## config.mk

```make
export PLATFORM = sky130hd
export DESIGN_NAME = lcd_init_sequencer
export DESIGN_NICKNAME = d
export VERILOG_FILES = /design/src/rtl/lcd_init_sequencer.sv
export SDC_FILE = /design/constraint.sdc
export NUM_CORES = 1
export LEC_CHECK = 0
export BUFFER_PORTS_ARGS = -buffer_cell sky130_fd_sc_hd__buf_2
export CORE_MARGIN = 4
export CORE_UTILIZATION = 55
export DETAILED_ROUTE_END_ITERATION = 7
export GPL_TIMING_DRIVEN = 0
export HOLD_SLACK_MARGIN = 0.08
export PLACE_DENSITY = 0.78
export SLEW_MARGIN = 15
export SYNTH_ARGS = -nofsm -noshare
export SYNTH_HDL_FRONTEND = slang
export SYNTH_SLANG_ARGS = --single-unit
export TNS_END_PERCENT = 5
```

## constraint.sdc

```tcl
create_clock -name FIFO_CLK -period 2.25 [get_ports FIFO_CLK]
set_clock_uncertainty 0.05 [all_clocks]
set_input_delay 0.225 -clock FIFO_CLK [delete_from_list [all_inputs] [get_ports FIFO_CLK]]
set_output_delay 0.225 -clock FIFO_CLK [all_outputs]
set_load 0.02 [all_outputs]
```

## src/rtl/lcd_init_sequencer.sv

```systemverilog
// HD44780-style LCD front end: runs the power-on init ROM, then forwards a USB
// FIFO byte stream to the panel as data writes, with 0x00 as an instruction escape.
module lcd_init_sequencer #(
    parameter int E_CYCLES = 6,
    parameter int T_POR    = 360000,
    parameter int T_INIT   = 98400,
    parameter int T_LONG   = 39360,
    parameter int T_SHORT  = 960
) (
    input  logic       FIFO_CLK,
    input  logic       FIFO_RSTn,
    input  logic [7:0] in_data,
    input  logic       in_valid,
    output logic       in_ready,
    output logic       LCD_RS,
    output logic       LCD_RW,
    output logic       LCD_E,
    output logic [7:0] LCD_DB,
    output logic       init_done,
    output logic       busy
);

    localparam logic [2:0] POR_WAIT  = 3'd0;
    localparam logic [2:0] INIT_LOAD = 3'd1;
    localparam logic [2:0] IDLE      = 3'd2;
    localparam logic [2:0] ESC       = 3'd3;
    localparam logic [2:0] SETUP     = 3'd4;
    localparam logic [2:0] STROBE    = 3'd5;
    localparam logic [2:0] HOLD      = 3'd6;
    localparam logic [2:0] WAIT      = 3'd7;

    function automatic int max_of(input int a, input int b);
        return (a > b) ? a : b;
    endfunction

    // One shared counter times POR, the E pulse and every post-write wait.
    localparam int T_MAX = max_of(max_of(max_of(T_POR, T_INIT), max_of(T_LONG, T_SHORT)), E_CYCLES);
    localparam int CNT_W = $clog2(T_MAX + 1);

    typedef logic [CNT_W-1:0] cnt_t;

    localparam cnt_t POR_LAST   = cnt_t'(T_POR - 1);
    localparam cnt_t E_LAST     = cnt_t'(E_CYCLES - 1);
    localparam cnt_t INIT_LAST  = cnt_t'(T_INIT - 1);
    localparam cnt_t LONG_LAST  = cnt_t'(T_LONG - 1);
    localparam cnt_t SHORT_LAST = cnt_t'(T_SHORT - 1);

    localparam logic [2:0] INIT_LAST_IDX = 3'd5;

    function automatic logic [7:0] init_rom(input logic [2:0] i);
        case (i)
            3'd0:    return 8'h38;
            3'd1:    return 8'h38;
            3'd2:    return 8'h38;
            3'd3:    return 8'h0C;
            3'd4:    return 8'h01;
            3'd5:    return 8'h06;
            default: return 8'h00;
        endcase
    endfunction

    logic [2:0] state, state_nxt;
    cnt_t       cnt, cnt_nxt;
    logic [2:0] idx, idx_nxt;
    logic       rs_nxt, e_nxt, done_nxt;
    logic [7:0] db_nxt;
    logic       accept;
    logic       slow_instr;
    cnt_t       wait_last;

    assign in_ready = init_done && (state == IDLE || state == ESC);
    assign busy     = !(state == IDLE || state == ESC);
    assign LCD_RW   = 1'b0;
    assign accept   = in_valid && in_ready;

    // Clear display and return home need the long settle time.
    assign slow_instr = !LCD_RS && (LCD_DB == 8'h01 || LCD_DB == 8'h02 || LCD_DB == 8'h03);

    always_comb begin
        if (!init_done)
            wait_last = INIT_LAST;
        else if (slow_instr)
            wait_last = LONG_LAST;
        else
            wait_last = SHORT_LAST;
    end

    always_comb begin
        // NOTE: every output of this block gets a default first, so no path can infer a latch.
        state_nxt = state;
        cnt_nxt   = cnt;
        idx_nxt   = idx;
        rs_nxt    = LCD_RS;
        db_nxt    = LCD_DB;
        e_nxt     = LCD_E;
        done_nxt  = init_done;

        case (state)
            POR_WAIT: begin
                if (cnt == POR_LAST) begin
                    cnt_nxt   = '0;
                    state_nxt = INIT_LOAD;
                end else begin
                    cnt_nxt = cnt + 1'b1;
                end
            end
            INIT_LOAD: begin
                db_nxt    = init_rom(idx);
                rs_nxt    = 1'b0;
                state_nxt = SETUP;
            end
            IDLE: begin
                if (accept) begin
                    if (in_data == 8'h00) begin
                        state_nxt = ESC;
                    end else begin
                        db_nxt    = in_data;
                        rs_nxt    = 1'b1;
                        state_nxt = SETUP;
                    end
                end
            end
            ESC: begin
                // After the escape, 0x00 is a literal data zero; anything else is an instruction.
                if (accept) begin
                    db_nxt    = in_data;
                    rs_nxt    = (in_data == 8'h00);
                    state_nxt = SETUP;
                end
            end
            SETUP: begin
                e_nxt     = 1'b1;
                cnt_nxt   = '0;
                state_nxt = STROBE;
            end
            STROBE: begin
                if (cnt == E_LAST) begin
                    e_nxt     = 1'b0;
                    state_nxt = HOLD;
                end else begin
                    cnt_nxt = cnt + 1'b1;
                end
            end
            HOLD: begin
                cnt_nxt   = wait_last;
                state_nxt = WAIT;
            end
            WAIT: begin
                if (cnt != '0) begin
                    cnt_nxt = cnt - 1'b1;
                end else if (init_done) begin
                    state_nxt = IDLE;
                end else if (idx == INIT_LAST_IDX) begin
                    idx_nxt   = '0;
                    done_nxt  = 1'b1;
                    state_nxt = IDLE;
                end else begin
                    idx_nxt   = idx + 3'd1;
                    state_nxt = INIT_LOAD;
                end
            end
            default: begin
                cnt_nxt   = '0;
                state_nxt = POR_WAIT;
            end
        endcase
    end

    // NOTE: sequential state uses non-blocking assignments so every register samples pre-edge values.
    always_ff @(posedge FIFO_CLK or negedge FIFO_RSTn) begin
        if (!FIFO_RSTn) begin
            state     <= POR_WAIT;
            cnt       <= '0;
            idx       <= '0;
            LCD_RS    <= 1'b0;
            LCD_DB    <= 8'h00;
            LCD_E     <= 1'b0;
            init_done <= 1'b0;
        end else begin
            state     <= state_nxt;
            cnt       <= cnt_nxt;
            idx       <= idx_nxt;
            LCD_RS    <= rs_nxt;
            LCD_DB    <= db_nxt;
            LCD_E     <= e_nxt;
            init_done <= done_nxt;
        end
    end

endmodule

```

==> impl_metrics.json, run 1 <==
{
  "status": "complete, but fails checks",
  "violations": "negative setup slack",
  "timing.hold.ws_ps": 136,
  "final.setup.tns_ps": -56.9,
  "rows": 26,
  "power_uw": 1270,
  "cap_violations": 0,
  "clk_latency_ps": 300,
  "rsz0062_at_grt": "true",
  "wirelength_um": 10300,
  "r2r_start": "cnt[13]",
  "critical_path_class": "reg2reg",
  "hold_class": "in2reg",
  "startpoint": "cnt[13]",
  "drive_gt1_share_pct": 22.9,
  "drtAntennaViolNets": 0,
  "worstSetupEndpointType": "register",
  "wl_per_cell_um": 20.4,
  "syn_area_um2": 3010,
  "crit_fanout": 7,
  "grt-ovfl-total": 0,
  "cpMaxStageDelayCell": "dfrtp_1",
  "worst_slew_pin_slew_ps": 852,
  "slowest_delay_ps": 500,
  "htreeDepth": 2,
  "io_buffer_count": 23,
  "syn2layout_area_growth_pct": 19.5,
  "maxSlewHeadroom_pct": 43.2,
  "pre_cts_ws_ps": -411,
  "cts_made_buffers": 5,
  "gr-usage-all-layers_pct": 33.4,
  "antenna_found_initial": 0,
  "fin_nets": 451,
  "ios": 25,
  "path_clk_slew_ps": 80,
  "synth_edf_count": 0,
  "yosysWarningCount": 0,
  "grt_pass1_wl_um": 17000,
  "firstDrtPassIters": 5,
  "cts.sinks": 36,
  "grt_pass1_vias": 3279,
  "drc_errors": 0,
  "grt_max_degree": 37,
  "path_cells": "nor4_4 -> o221ai_1 -> o2bb2ai_2 -> buf_4 -> nor3_1 -> a21o_1 -> a221o_1",
  "hold_viol": 0,
  "timing.rr.end": "cnt[16]",
  "die_h_um": 82.0,
  "vias": 3471,
  "syn_nets": 411,
  "start_kind": "register",
  "syn_inst": 395,
  "routed_via_density": 6.86,
  "clock.fmax_mhz": 434,
  "initial_core_util_pct": 57.8,
  "place_hpwl_um": 7270,
  "tritoncts": "done",
  "ir_drop_v": 0.000339,
  "yosysUniqueCellTypes": 63,
  "drv_slew": 0,
  "antennaDiodeCount": 0,
  "worstPathRequired_ps": 2390,
  "core_um2": 5200,
  "dieArea_um2": 6720,
  "cellLeakagePower_uw": 0.00155,
  "ys.flop_type": "dfrtp_1",
  "drt_first_iter_violations": 435,
  "ys_seq_elements": 36,
  "finalCritPeriodShare_pct": 102,
  "root_buffer": "clkbuf_8",
  "clockBufferDepth": 2,
  "cp.arrival_ps": 2450,
  "place_congestion": 0.987,
  "async_reset_ff_share_pct": 100,
  "worstRegToRegCells": 7,
  "pwr_density_cell_nw_per_um2": 352,
  "cp-endpoint": "cnt[16]",
  "postLayoutSetupSlackWorst_ps": -55.1,
  "min_period_ps": 2310,
  "ys_seq_area_share_pct": 30.0,
  "die_w_um": 82.0,
  "syn_avg_cell_area_um2": 7.61,
  "setup_violations": 3,
  "r2r_slack_ps": -60
}
==> cell families (layout without fill, tap and decap cells) <==
group	after synthesis	count (layout)	synth area share, %
buf+inv	45	86	6.36
flops	36	36	29.9
fa+ha+maj	5	5	2.08
compound gates	118	118	25.1
mux	3	3	1.04
simple gates	183	183	34.2
xor+xnor	4	4	1.16
other cells	1	1	0.125
==> flip-flops by register name, summed over array words and instances (netlist names) <==
register and cells:
cnt 19, LCD_DB 8, idx 3, state 3, LCD_E 1, LCD_RS 1, init_done 1
==> cells in the final DEF, fill, tap and decap left out, types with 3 or more instances in the layout <==
master | Yosys | routed
nand3b_1 | 4 | 4
nand3_1 | 20 | 17
nor3_2 | 2 | 4
clkbuf_2 | 0 | 9
nor4_1 | 11 | 9
or3_1 | 5 | 5
a31oi_1 | 6 | 6
or4_1 | 4 | 4
nor3_1 | 16 | 14
buf_6 | 1 | 5
buf_2 | 9 | 29
a21oi_1 | 29 | 28
nand2_1 | 36 | 35
and4_1 | 3 | 3
xnor2_1 | 3 | 3
o31ai_1 | 5 | 4
nor2b_1 | 5 | 3
nand4_1 | 13 | 13
o211ai_1 | 6 | 6
clkbuf_8 | 0 | 5
nand3_2 | 0 | 3
o22ai_1 | 8 | 8
o21ai_1 | 5 | 5
o21ai_0 | 25 | 25
and3_1 | 7 | 6
inv_1 | 13 | 12
clkbuf_1 | 18 | 7
nor2_1 | 38 | 37
dfrtp_1 | 36 | 35
and2_1 | 3 | 3
buf_4 | 1 | 12
ha_1 | 5 | 4
nor4_4 | 3 | 5
==> cell usage after synthesis, types with 7 or more instances <==
master / instances / area (um^2)
buf_2: 9 / 45.0
nor3_1: 16 / 80.1
inv_1: 13 / 48.8
a21oi_1: 29 / 145
nand3_1: 20 / 100
o22ai_1: 8 / 50.1
nor4_1: 11 / 68.8
clkbuf_1: 18 / 67.6
o21ai_0: 25 / 125
nand4_1: 13 / 81.3
nor2_1: 38 / 143
dfrtp_1: 36 / 901
and3_1: 7 / 43.8
nand2_1: 36 / 135
==> where the power goes <==
part | internal [uW] | total, uW | switching, uW | leakage, uW
logic | 11.6 | 33.4 | 21.8 | 0.00100
clock network | 328 | 586 | 258 | 0.0000541
registers | 646 | 646 | 0 | 0.000496
==> layer usage <==
layer	vias to the layer above	GRT usage (%)	wire length [um]
met4	0	13.3	447
met1	1642	46.8	4290
li1	1558	-	-
met2	224	50.6	4550
met5	-	3.33	0
met3	47	5.48	1050
==> metrics by stage <==
step	instances	utilization [%]	instance area (um^2)
after floorplan	395	-	3010
after global placement	488	61.7	3210
after detailed placement	488	61.7	3210
after CTS	503	67.0	3490
after global routing	506	69.1	3590
final	506	69.1	3590
==> how the worst min path moves through the flow <==
stage                     startpoint         to  slack, ps  depth (start not counted)
final                     in_data[7]  LCD_DB[7]        140                          3
after global routing      in_data[7]  LCD_DB[7]        160                          3
after CTS                 in_data[7]  LCD_DB[7]        130                          3
after detailed placement   FIFO_RSTn  LCD_DB[4]        320                          1
after global placement     FIFO_RSTn  LCD_DB[4]        300                          1
after floorplan            FIFO_RSTn  LCD_DB[0]       -120                          0
==> layout make-up <==
| type | count | area (um^2) |
|---|---|---|
| Buffer | 31 | 180 |
| Clock inverter | 3 | 42.5 |
| Sequential cell | 36 | 902 |
| Tap cell | 70 | 87.6 |
| Fill cell | 473 | 1610 |
| Multi-Input combinational cell | 314 | 2060 |
| Timing Repair Buffer | 34 | 204 |
| Clock buffer | 5 | 68.8 |
| Inverter | 13 | 48.8 |
==> critical path: cells and delay by family, from the launching register on <==
family	cells	cell delay, ps
flops	1	500
compound gates	4	950
buf+inv	1	180
simple gates	2	520
==> what timing repair did <==
item                                    CTS  global route
cloned                                    0             0
endpoints found under the hold margin    36             0
setup buffers                             6             4
hold buffers                              1             0
pin swaps                                11             6
resized for setup                        30            30
endpoints found under the setup margin   25            28
Power figures use the tool's default switching activity.
==> run 2: changes to the inputs <==
--- a/config.mk
+++ b/config.mk
@@ -7,11 +7,12 @@
 export LEC_CHECK = 0
 export BUFFER_PORTS_ARGS = -buffer_cell sky130_fd_sc_hd__buf_2
 export CORE_MARGIN = 4
-export CORE_UTILIZATION = 55
+export CORE_UTILIZATION = 56
+export CTS_BUF_LIST = sky130_fd_sc_hd__clkbuf_4
 export DETAILED_ROUTE_END_ITERATION = 7
 export GPL_TIMING_DRIVEN = 0
 export HOLD_SLACK_MARGIN = 0.08
-export PLACE_DENSITY = 0.78
+export PLACE_DENSITY = 0.79
 export SLEW_MARGIN = 15
 export SYNTH_ARGS = -nofsm -noshare
 export SYNTH_HDL_FRONTEND = slang
==> run 2 against run 1 <==
  * The run still ends with negative setup slack left
  * Die area decreased by 1.6%
  * Setup slack better by 12 ps
  * Critical path depth shrank 1
  * Sequential cell count unchanged
  * Count of clock-buffer cells in the layout unchanged
  * Non-clock buffer count rose by 5
  * Core utilization increased by 2.6 points
  * Register-to-register slack about the same
  * First-iteration DRC count rose by 16%
  * Sequential power barely moved
  * Cell area up 3.1%
  * Hold slack lost 30 ps
  * Critical endpoint is now cnt[18]
==> impl_metrics.json, run 2 (synthesis gave the netlist of run 1 again) <==
{
  "status": "complete, but fails checks",
  "violations": "negative setup slack",
  "crit_fanout": 10,
  "hold_viol": 0,
  "hp-start": "in_data[0]",
  "place_congestion": 0.994,
  "final_cell_mix": "nor2_1, nand2_1, dfrtp_1",
  "timing.rr.end": "cnt[18]",
  "reg_top3": "cnt: 19 flops, LCD_DB: 8 flops",
  "drc_errors": 0,
  "path_clk_slew_ps": 120,
  "gr-usage-all-layers_pct": 32.1,
  "grt_pass1_wl_um": 16200,
  "clock.fmax_mhz": 436,
  "pwr_density_cell_nw_per_um2": 318,
  "p_sw_share_pct": 24.2,
  "cellLeakagePower_uw": 0.00157,
  "power.internal_uw": 892,
  "cts_made_buffers": 5,
  "wl_per_cell_um": 20.6,
  "worstRegToRegCells": 6,
  "p_sw_uw": 284,
  "grt_pass1_vias": 3191,
  "largest_reg_flops": 19,
  "worst_slew_pin_slew_ps": 841,
  "clk_latency_ps": 370,
  "grt-ovfl-total": 0,
  "io_buffer_count": 23,
  "seq_power_share_pct": 55.0,
  "cp.arrival_ps": 2540,
  "root_buffer": "clkbuf_4",
  "cts.sinks": 36,
  "start_kind": "register",
  "worstSetupEndpointType": "register",
  "startpoint": "state[0]",
  "die_h_um": 81.3,
  "dieArea_um2": 6610,
  "r2r_start": "state[0]",
  "regMostFlops": "cnt",
  "worstHoldEndpoint": "LCD_DB[0]",
  "vias": 3557,
  "worstPathRequired_ps": 2490,
  "die_w_um": 81.3,
  "antenna_found_initial": 0,
  "rows": 26,
  "layout_commonest_cell": "nor2_1",
  "maxSlewHeadroom_pct": 43.9,
  "ios": 25,
  "power_uw": 1180,
  "drive_gt1_share_pct": 25.9,
  "firstDrtPassIters": 5,
  "r2r_slack_ps": -40,
  "p_comb_share_pct": 3.0,
  "setup_violations": 3,
  "grt_max_degree": 37,
  "clkPwrFrac_pct": 42.0,
  "drv_slew": 0,
  "fin_nets": 456,
  "hold_class": "in2reg",
  "holdPathStages": 3,
  "routed_via_density": 6.96,
  "ir_drop_v": 0.000280,
  "critical_path_class": "reg2reg",
  "finalCritPeriodShare_pct": 102,
  "cap_violations": 0,
  "wirelength_um": 10500,
  "antennaDiodeCount": 0,
  "tritoncts": "done",
  "rsz0062_at_grt": "true",
  "place_hpwl_um": 7210,
  "clockBufferDepth": 2,
  "drt_first_iter_violations": 506,
  "drtAntennaViolNets": 0,
  "postLayoutSetupSlackWorst_ps": -42.6,
  "htreeDepth": 2,
  "initial_core_util_pct": 58.2,
  "syn2layout_area_growth_pct": 23.2,
  "min_period_ps": 2290,
  "pre_cts_ws_ps": -401,
  "core_um2": 5170
}
[run 2: changes by cell type in the layout (fill, tap and decap cells not counted), sizes merged]
cell	previous run	this run
buf	47	50
dlygate4sd3	1	3
[run 2: per-layer routing]
layer  vias up  global-route usage (%)  share of wire, %  routed length, um
met5         -                       0                 0                  0
met4         0                    11.5               2.9                302
met3        45                    6.21                11               1150
met2       268                    49.1                46               4790
met1      1666                    44.8                41               4260
li1       1578                       -                 -                  -
[run 2: how the worst max path moves through the flow]
stage	endpoint	slack [ps]	depth (start not counted)
finish	cnt[18]	-40	6
floorplan	cnt[16]	60	9
detailed placement	cnt[16]	-400	9
CTS	cnt[12]	-70	8
global placement	cnt[16]	-360	9
global route	cnt[2]	-90	9
[run 2: what timing repair did]
item	in CTS	in global routing
pin swaps	7	15
setup buffers	5	10
setup endpoints to repair	22	32
resized for setup	19	61
hold buffers	3	0
hold endpoints to repair	38	0
[run 2: worst max-delay path: stages, from the launching register on]
cell,delay [ps]
dfrtp_1,410
clkbuf_1,450
nand3_2,360
or4_1,610
o31ai_1,100
a21oi_1,100
a21oi_1,140
[run 2: layout make-up]
class                   instances  area, um^2
plain buffers                  29         176
clock buffers                   5        37.5
clock inverters                 3        42.5
fillers                       426        1470
inverters                      13        51.3
multi-input cells             314        2120
flip-flops and latches         36         906
well taps                      70        87.6
repair buffers                 41         287
[run 2: through the flow]
| stage | util [%] | hold WS (ps) | area, um^2 | cells | TNS, ps |
|---|---|---|---|---|---|
| 2_1_floorplan | - | -121 | 3010 | 395 | 0 |
| 3_3_place_gp | 62.1 | 304 | 3210 | 488 | -5200 |
| 3_5_place_dp | 62.1 | 325 | 3210 | 488 | -5130 |
| 4_1_cts | 66.2 | 105 | 3420 | 504 | -336 |
| 5_1_grt | 71.6 | 136 | 3710 | 511 | -494 |
| 6_report | 71.6 | 106 | 3710 | 511 | -69.8 |
[run 2: power by group through the flow]
| stage | logic [uW] | registers (uW) | clock network (uW) |
|---|---|---|---|
| final | 35.9 | 647 | 494 |
| after CTS | 36.1 | 647 | 485 |
| after global routing | 40.8 | 647 | 513 |
| after floorplan | 7.59 | 659 | 0 |
| after detailed placement | 32.3 | 659 | 0 |
| after global placement | 31.3 | 659 | 0 |
==> run 3: changes to the inputs <==
--- a/config.mk
+++ b/config.mk
@@ -5,14 +5,17 @@
 export SDC_FILE = /design/constraint.sdc
 export NUM_CORES = 1
 export LEC_CHECK = 0
+export ABC_CLOCK_PERIOD_IN_PS = 2800
 export BUFFER_PORTS_ARGS = -buffer_cell sky130_fd_sc_hd__buf_2
+export CELL_PAD_IN_SITES_DETAIL_PLACEMENT = 1
+export CELL_PAD_IN_SITES_GLOBAL_PLACEMENT = 1
 export CORE_MARGIN = 4
-export CORE_UTILIZATION = 56
+export CORE_UTILIZATION = 50
 export CTS_BUF_LIST = sky130_fd_sc_hd__clkbuf_4
 export DETAILED_ROUTE_END_ITERATION = 7
 export GPL_TIMING_DRIVEN = 0
 export HOLD_SLACK_MARGIN = 0.08
-export PLACE_DENSITY = 0.79
+export PLACE_DENSITY = 0.89
 export SLEW_MARGIN = 15
 export SYNTH_ARGS = -nofsm -noshare
 export SYNTH_HDL_FRONTEND = slang
==> constraint.sdc (replaced) <==
create_clock -name FIFO_CLK -period 2.8 [get_ports FIFO_CLK]
set_clock_uncertainty 0.05 [all_clocks]
set_input_delay 0.28 -clock FIFO_CLK [delete_from_list [all_inputs] [get_ports FIFO_CLK]]
set_output_delay 0.28 -clock FIFO_CLK [all_outputs]
set_load 0.02 [all_outputs]
==> run 3 against run 2 <==
  * The run now ends clean
  * Clock power shrank 20%
  * Sequential cell count is the same
  * Global-route usage grew 0.23 points
  * Final cell count shrank 2.3%
  * Hold slack gained 18 ps
  * Count of clock-buffer cells in the layout is the same
  * Combinational power shrank 24%
  * Register-to-register slack gained 240 ps
  * Sequential power shrank 20%
  * First-iteration DRC count shrank 36%
  * Die area grew 11%
  * Routed wire length grew 7.9%
  * Critical path type unchanged
  * Critical endpoint is now cnt[16]
==> impl_metrics.json, run 3 (synthesis gave the netlist of run 1 again) <==
{
  "firstDrtPassIters": 5,
  "grt_use_met3_pct": 3.65,
  "maxSlewHeadroom_pct": 42.9,
  "drt_first_iter_violations": 326,
  "pwr_density_cell_nw_per_um2": 285,
  "drv_slew": 0,
  "rsz0062_at_grt": "true",
  "drtAntennaViolNets": 0,
  "r2r_slack_ps": 190,
  "grt_pass1_vias": 3446,
  "worst-path-buf-inv": 2,
  "antennaDiodeCount": 0,
  "cts.sinks": 36,
  "worstSetupEndpointType": "register",
  "finalCritPeriodShare_pct": 93.1,
  "root_buffer": "clkbuf_4",
  "path_clk_slew_ps": 140,
  "vias": 3430,
  "htreeDepth": 2,
  "met1_usage_pct": 44.8,
  "grt_pass1_wl_um": 18800,
  "critPathTopFamily": "simple AND/OR/NAND/NOR gates",
  "rows": 27,
  "busiest_layer": "met2",
  "slowest_delay_ps": 420,
  "wl_per_cell_um": 22.7,
  "initial_core_util_pct": 53.0,
  "status": "completed",
  "path_cells": "buf_2 -> inv_1 -> ha_1 -> nor2b_2 -> nand4_1 -> nor3_2 -> nor3b_1 -> o21ai_0 -> a221o_1",
  "power_uw": 944,
  "die_h_um": 85.6,
  "hold_viol": 0,
  "final_cell_mix": "nor2_1, dfrtp_1, nand2_1",
  "io_buffer_count": 23,
  "clk_latency_ps": 370,
  "wirelength_um": 11300,
  "ir_drop_v": 0.000169,
  "core_um2": 5680,
  "finish.utilization_pct": 58.4,
  "ios": 25,
  "gr-usage-all-layers_pct": 32.3,
  "largest_reg_flops": 19,
  "min_period_ps": 2610,
  "layout_commonest_cell": "nor2_1",
  "cp.arrival_ps": 2830,
  "drive_gt1_share_pct": 13.3,
  "cellLeakagePower_uw": 0.00141,
  "antenna_found_initial": 0,
  "setup_violations": 0,
  "grt_max_degree": 37,
  "routed_via_density": 6.87,
  "tritoncts": "done",
  "worstPathRequired_ps": 3020,
  "cap_violations": 0,
  "hold_class": "in2reg",
  "crit_fanout": 9,
  "drc_errors": 0,
  "place_congestion": 0.984,
  "regMostFlops": "cnt",
  "clockBufferDepth": 2,
  "place_hpwl_um": 8390,
  "global_route.usage.met2_pct": 51.9,
  "die_w_um": 85.6,
  "cpMaxStageDelayCell": "dfrtp_1",
  "dieArea_um2": 7320,
  "fin_nets": 442,
  "worst_slew_pin_slew_ps": 856,
  "reg_top3": "cnt: 19 flops, LCD_DB: 8 flops",
  "critical_path_class": "reg2reg",
  "cts_made_buffers": 5,
  "clock.fmax_mhz": 384,
  "grt-ovfl-total": 0,
  "cts_setup_buffers": 0,
  "syn2layout_area_growth_pct": 10.1,
  "start_kind": "register"
}
## run 3: changes by cell type in the layout (fill, tap and decap cells not counted), sizes merged
cell,before,now
buf,50,37
dlygate4sd3,3,1
clkbuf,22,23
## run 3: path summary, 6_finish.rpt
check | from | to | depth (start not counted)
worst max-delay path | cnt[0] | cnt[16] | 9
worst min-delay path | in_data[7] | LCD_DB[7] | 3
worst max register to register | cnt[0] | cnt[16] | 9
worst min register to register | LCD_DB[2] | LCD_DB[2] | 2
max in group asynchronous | FIFO_RSTn | cnt[0] | 2
min in group asynchronous | FIFO_RSTn | cnt[9] | 2
## run 3: worst min-delay path, cell delays in order
cell and delay (ps):
buf_2 110, nand2_1 50, o21ai_0 70
## run 3: area by class of cell
| cell class | instances | area [um^2] |
|---|---|---|
| fill | 751 | 2360 |
| multi-input combinational | 314 | 1920 |
| sequential | 36 | 901 |
| buffer | 32 | 143 |
| timing repair buffer | 24 | 125 |
| tap | 72 | 90.1 |
| inverter | 13 | 48.8 |
| clock inverter | 3 | 42.5 |
| clock buffer | 5 | 37.5 |
## run 3: what timing repair did
item | in CTS | in global routing
gates resized for setup | 0 | 2
endpoints found under the hold margin | 36 | 0
setup endpoints to repair | 0 | 11
hold buffers | 1 | 0
## run 3: power breakdown
group	total (uW)	internal, uW	switching [uW]	leakage, uW
clock network	397	186	211	0.0000412
logic	27.4	9.34	18.0	0.000874
registers	520	520	0	0.000498
## run 3: metal layers
metal / up-vias / share of wire [%]
met5: - / 0
met1: 1702 / 44
met4: 0 / 2.2
met2: 157 / 46
met3: 29 / 7.8
li1: 1542 / -
## run 3: through the flow
step                setup TNS [ps]  area (um^2)  worst slack, ps  cells  hold WS (ps)
global route                 -40.3         3310            -40.3    499           126
CTS                              0         3300              111    499           127
global placement                 0         3210              130    490           385
detailed placement               0         3210              136    490           392
finish                           0         3310              193    499           124
floorplan                        0         3010              608    395         -65.6
